===== config.mk =====
export PLATFORM = sky130hd
export DESIGN_NAME = sat_counter
export DESIGN_NICKNAME = d
export VERILOG_FILES = /design/src/rtl/odd_count_checker_sat_counter.sv
export SDC_FILE = /design/constraint.sdc
export NUM_CORES = 1
export LEC_CHECK = 0
export CAP_MARGIN = 20
export CORE_AREA = 2 2 39 41
export CTS_CLUSTER_DIAMETER = 150
export DETAILED_ROUTE_END_ITERATION = 16
export DIE_AREA = 0 0 41 43
export SLEW_MARGIN = 20
export SYNTH_ARGS = -nofsm -noshare
export SYNTH_HDL_FRONTEND = slang
export SYNTH_SLANG_ARGS = --single-unit

===== constraint.sdc =====
create_clock -name clk -period 1.8 [get_ports clk]
set_input_delay 0.54 -clock clk [delete_from_list [all_inputs] [get_ports clk]]
set_output_delay 0.54 -clock clk [all_outputs]
set_load 0.02 [all_outputs]

===== src/rtl/odd_count_checker_sat_counter.sv =====
// Saturating event counter; a same-cycle clear wins over an increment.
module sat_counter #(
    parameter int WIDTH = 8
) (
    input  logic             clk,
    input  logic             reset,
    input  logic             clr,
    input  logic             inc,
    output logic [WIDTH-1:0] q
);

    always_ff @(posedge clk or posedge reset) begin
        if (reset) begin
            q <= '0;
        end else if (clr) begin
            q <= '0;
        end else if (inc && (q != '1)) begin
            q <= q + 1'b1;
        end
    end

endmodule


==> results_dict.tcl, run 1 <==
set metrics [dict create \
    setup_viol 0 \
    syn_inst 49 \
    wire_per_inst_um 11.6 \
    clock_tree.htree_level_count 1 \
    routed-wl-met3_um 63 \
    drive_gt1_frac 0.254 \
    synth_area_um2 504 \
    post-route-min-period_ns 1.74 \
    worstSkewPairLatency_ns 0.26 \
    p_leak_nw 0.376 \
    dpl-instance-area_um2 664 \
    antenna_found_initial 0 \
    ys_ff_latch 8 \
    rsz0062_at_grt "no" \
    routed_via_density 5.18 \
    vdd_ir_drop_max_v 0.000363 \
    yosysSeqAreaShare 0.397 \
    slowest_delay_ns 0.60 \
    yosysMostFrequentCell "dfrtp_1" \
    finalNetCount 74 \
    io_buffers 11 \
    fin_ws_ns 0.0649 \
    p_total_mw 0.374 \
    hp-class "in2async" \
    regMostFlops "q" \
    syn_to_final_growth_pct 36.0 \
    cp.required_ns 1.26 \
    wl_met1_um 419 \
    grt_max_degree 11 \
    synth_commonest_cells "dfrtp_1, mux2_4, nand2_1, nor2_1, nor2b_1" \
    place_ws_ns -0.127 \
    routed_wl_um 959 \
    hold_viol 0 \
    maxCapViolCount 0 \
    grt.total_usage 0.148 \
    syn_area_per_cell_um2 10.3 \
    clkTransAtPathRegs_ns 0.05 \
    crit_fanout 2 \
    grt_first_pass_wirelength_um 1700 \
    fmax_mhz 576 \
    top_regs "q (8)" \
    skew_ns 0.00433 \
    synth_cell_types 25 \
    syn_nets 54 \
    outcome "completed" \
    path_class "reg2out" \
    cts.sinks 8 \
    async_reset_ff_frac 1.00 \
    synthFlopType "dfrtp_1" \
    die-area_mm2 0.00176 \
    cp_cell_sequence "clkdlybuf4s50_1" \
    overflow 0 \
    relSlewSlack 0.768 \
    synth_edf_count 0 \
    top_layer_used "met4" \
    vias 430 \
    ant_nets 0 \
    worst_pin_slew_ns 0.347 \
    critPathArrivalTime_ns 1.20 \
    drc 0 \
    cpLargestDelayFamily "buffers and inverters" \
    die_w_um 41 \
    cts_made_buffers 3 \
    grt_pass1_vias 393 \
    gp_congestion 0.764 \
    final_area_um2 686 \
    finalCritPeriodShare 0.964 \
    yosys.area.top_type_share 0.397 \
    hpwl_um 744 \
    die_height_um 43 \
    cts_resized 5 \
    start_kind "flop" \
    coreArea_mm2 0.00138 \
    synth_warnings 0 \
    first_pass_iters 5 \
    crit_path_top_delay_cell "clkdlybuf4s50_1" \
    path_buf_inv 1 \
    initialDrtViolationCount 8 \
    n_antenna_cell 0 \
    post-cts-setup-buffers 0 \
    cts_hold_buffers 0 \
    drv_slew 0 \
    io_pins 12 \
    cts_tree "built" \
    synth_top_cell_by_area "dfrtp_1" \
    start_util 0.364 \
    root_buffer "clkbuf_4" \
    row_count 14 \
    synth.area.top_cells "dfrtp_1, mux2_4, nor2b_1" \
    cts.path.max_buffers 2 \
    wl_met2_um 467 \
    power_density_mw_per_mm2 545 \
    tns_ns 0 \
    endpoint_kind "output pin" \
    nFillCells 141 \
    largest_reg_flops 8 \
]
[area by class of cell]
| cell class | instances | area, um^2 | area share |
|---|---|---|---|
| repair buffers | 17 | 154 | 0.224 |
| clock buffers | 3 | 22.5 | 0.0328 |
| well taps | 16 | 20.0 | 0.0292 |
| inverters | 2 | 7.51 | 0.0109 |
| flip-flops and latches | 8 | 200 | 0.292 |
| multi-input cells | 37 | 282 | 0.411 |
[power breakdown]
group	switching (mW)	internal, mW	leakage (nW)
clock network	0.0619	0.0763	0.0138
registers	0.00500	0.184	0.110
logic	0.0232	0.0226	0.252
[through the flow]
step / hold slack (ns) / instances / util
floorplan: 0.356 / 49 / -
global placement: 0.564 / 80 / 0.480
detailed placement: 0.577 / 80 / 0.480
CTS: 0.539 / 83 / 0.492
global route: 0.593 / 83 / 0.495
finish: 0.528 / 83 / 0.495
[metal layers]
| layer | vias up | GRT usage |
|---|---|---|
| met3 | 2 | 0.0942 |
| met4 | 0 | 0.0600 |
| met2 | 11 | 0.191 |
| met5 | - | 0 |
| met1 | 202 | 0.193 |
| li1 | 215 | - |
[logic make-up after synthesis]
| logic type | synth area share |
|---|---|
| AOI/OAI and AO/OA | 0.156 |
| adders and majority gates | 0.0248 |
| buffers and inverters | 0.0447 |
| DFF | 0.397 |
| muxes | 0.139 |
| and+or+nand+nor | 0.238 |
[placed cells by master (no fill, tap or decap), drive strengths merged]
cell,synthesis,routed
clkbuf,1,3
nand2,4,4
inv,2,2
buf,1,6
nor2,4,4
clkdlybuf4s50,0,4
a21boi,1,1
nand3,2,2
a21oi,4,4
nor2b,4,4
dfrtp,8,8
nor3,1,1
dlygate4sd2,0,5
nand4b,1,1
mux2,4,4
o21bai,1,1
mux2i,1,1
and3,1,1
o311a,1,1
and2b,1,1
and4,1,1
nand4,2,2
a211oi,1,1
nand2b,1,1
ha,1,1
dlymetal6s2s,0,2
o211a,1,1
[worst paths after layout]
| check | start | to | slack [ns] | cells past startpoint |
|---|---|---|---|---|
| worst max-delay path | q[7]$_DFFE_PP0P_ | q[7] | 0.06 | 1 |
| worst min-delay path | reset | q[0]$_DFFE_PP0P_ | 0.53 | 2 |
| worst max register to register | q[0]$_DFFE_PP0P_ | q[5]$_DFFE_PP0P_ | 0.17 | 4 |
| worst min register to register | q[1]$_DFFE_PP0P_ | q[1]$_DFFE_PP0P_ | 0.57 | 2 |
| max in group asynchronous | reset | q[1]$_DFFE_PP0P_ | 1.03 | 2 |
| min in group clk | q[1]$_DFFE_PP0P_ | q[1]$_DFFE_PP0P_ | 0.57 | 2 |
Note: power is estimated with default switching activity, not from simulation.
==> run 2, diff against run 1 <==
--- a/config.mk
+++ b/config.mk
@@ -10,6 +10,7 @@
 export CTS_CLUSTER_DIAMETER = 150
 export DETAILED_ROUTE_END_ITERATION = 16
 export DIE_AREA = 0 0 41 43
+export SKIP_CTS_REPAIR_TIMING = 1
 export SLEW_MARGIN = 20
 export SYNTH_ARGS = -nofsm -noshare
 export SYNTH_HDL_FRONTEND = slang
==> results_dict.tcl, run 2 (synthesis results as in run 1) <==
set metrics [dict create \
    setup_viol 0 \
    top_regs "q (8)" \
    relSlewSlack 0.772 \
    power_density_mw_per_mm2 535 \
    final_common_cell "dfrtp_1" \
    path_buf_inv 1 \
    multiInputGateArea_um2 282 \
    finalNetCount 74 \
    fmax_mhz 576 \
    syn_to_final_growth_pct 39.7 \
    path_class "reg2out" \
    gp_congestion 0.764 \
    drv_slew 0 \
    overflow 0 \
    cts.sinks 8 \
    initialDrtViolationCount 5 \
    routed_via_density 5.19 \
    coreArea_mm2 0.00138 \
    startpoint "q[7]$_DFFE_PP0P_" \
    ant_nets 0 \
    drive_gt1_frac 0.254 \
    endpoint_kind "output pin" \
    grt_max_degree 11 \
    cpLargestDelayFamily "buffers and inverters" \
    p_total_mw 0.377 \
    grt_first_pass_wirelength_um 1670 \
    nFillCells 135 \
    drc 0 \
    row_count 14 \
    routed_wl_um 981 \
    die-area_mm2 0.00176 \
    finalCritPeriodShare 0.964 \
    vdd_ir_drop_max_v 0.000363 \
    die_height_um 43 \
    worstSkewPairLatency_ns 0.26 \
    grt_pass1_vias 391 \
    ff2ff_setup_slack_ns 0.17 \
    hold_ws_ns 0.528 \
    crit_path_top_delay_cell "clkdlybuf4s50_1" \
    grt.total_usage 0.146 \
    start_util 0.364 \
    start_kind "flop" \
    p_leak_nw 0.441 \
    final_cell_mix "dfrtp_1, dlymetal6s2s_1, buf_4" \
    r2r_start "q[0]$_DFFE_PP0P_" \
    cts_made_buffers 3 \
    r2r_end "q[5]$_DFFE_PP0P_" \
    n_antenna_cell 0 \
    cp.required_ns 1.26 \
    io_pins 12 \
    crit_cells 1 \
    outcome "completed" \
    wire_per_inst_um 11.8 \
    cts.path.max_buffers 2 \
    regArea_um2 200 \
    maxCapViolCount 0 \
    rsz0062_at_grt "no" \
    cts_tree "built" \
    hpwl_um 744 \
    worst_pin_slew_ns 0.341 \
    slowest_delay_ns 0.60 \
    largest_reg_flops 8 \
    first_pass_iters 4 \
    crit_fanout 2 \
    root_buffer "clkbuf_4" \
    post-route-min-period_ns 1.74 \
    hp-class "in2async" \
    antenna_found_initial 0 \
    critPathArrivalTime_ns 1.20 \
    setup.worst_path.end "q[7]" \
    clkTransAtPathRegs_ns 0.06 \
    rr_worst_depth 4 \
    vias 431 \
    die_w_um 41 \
    cp_cell_sequence "clkdlybuf4s50_1" \
    clock_tree.htree_level_count 1 \
    hold_viol 0 \
    skew_ns 0.00507 \
    regMostFlops "q" \
    io_buffers 11 \
]
-- run 2: metrics by stage --
stage               utilization  instance area (um^2)  instances  TNS [ns]  worst slack [ns]
floorplan                     -                   504         49         0             0.154
global placement          0.480                   664         80    -0.106           -0.0838
detailed placement        0.480                   664         80    -0.217            -0.127
CTS                       0.496                   687         83    -0.196           -0.0892
global route              0.509                   704         83         0            0.0140
finish                    0.509                   704         83         0            0.0647
-- run 2: worst min-delay path by stage --
stage | startpoint | endpoint | slack (ns) | depth (start not counted)
2_1_floorplan | reset | q[0]$_DFFE_PP0P_ | 0.36 | 1
3_3_place_gp | q[1]$_DFFE_PP0P_ | q[1]$_DFFE_PP0P_ | 0.56 | 2
3_5_place_dp | q[1]$_DFFE_PP0P_ | q[1]$_DFFE_PP0P_ | 0.58 | 2
4_1_cts | reset | q[0]$_DFFE_PP0P_ | 0.54 | 2
5_1_grt | reset | q[0]$_DFFE_PP0P_ | 0.59 | 2
6_report | reset | q[0]$_DFFE_PP0P_ | 0.53 | 2
-- run 2: layout make-up --
cell class	instances	area share
multi-input cells	37	0.400
repair buffers	17	0.245
flip-flops and latches	8	0.284
inverters	2	0.0107
clock buffers	3	0.0320
well taps	16	0.0284
-- run 2: layer usage --
layer | vias up | global-route usage | part of all wire
li1 | 213 | - | -
met1 | 205 | 0.193 | 0.45
met2 | 11 | 0.184 | 0.48
met3 | 2 | 0.0942 | 0.059
met4 | 0 | 0.0600 | 0.0082
met5 | - | 0 | 0
-- run 2: power breakdown --
part / internal (mW) / switching [mW] / total (mW)
Clock: 0.0764 / 0.0626 / 0.139
Combinational: 0.0248 / 0.0234 / 0.0482
Sequential: 0.184 / 0.00509 / 0.189
Total: 0.286 / 0.0911 / 0.377
-- run 2: worst register-to-register path, stage by stage, from the launching register on --
cell      delay, ns
dfrtp_1        0.42
ha_1           0.27
and3_1         0.25
a211oi_2       0.27
mux2_4         0.32
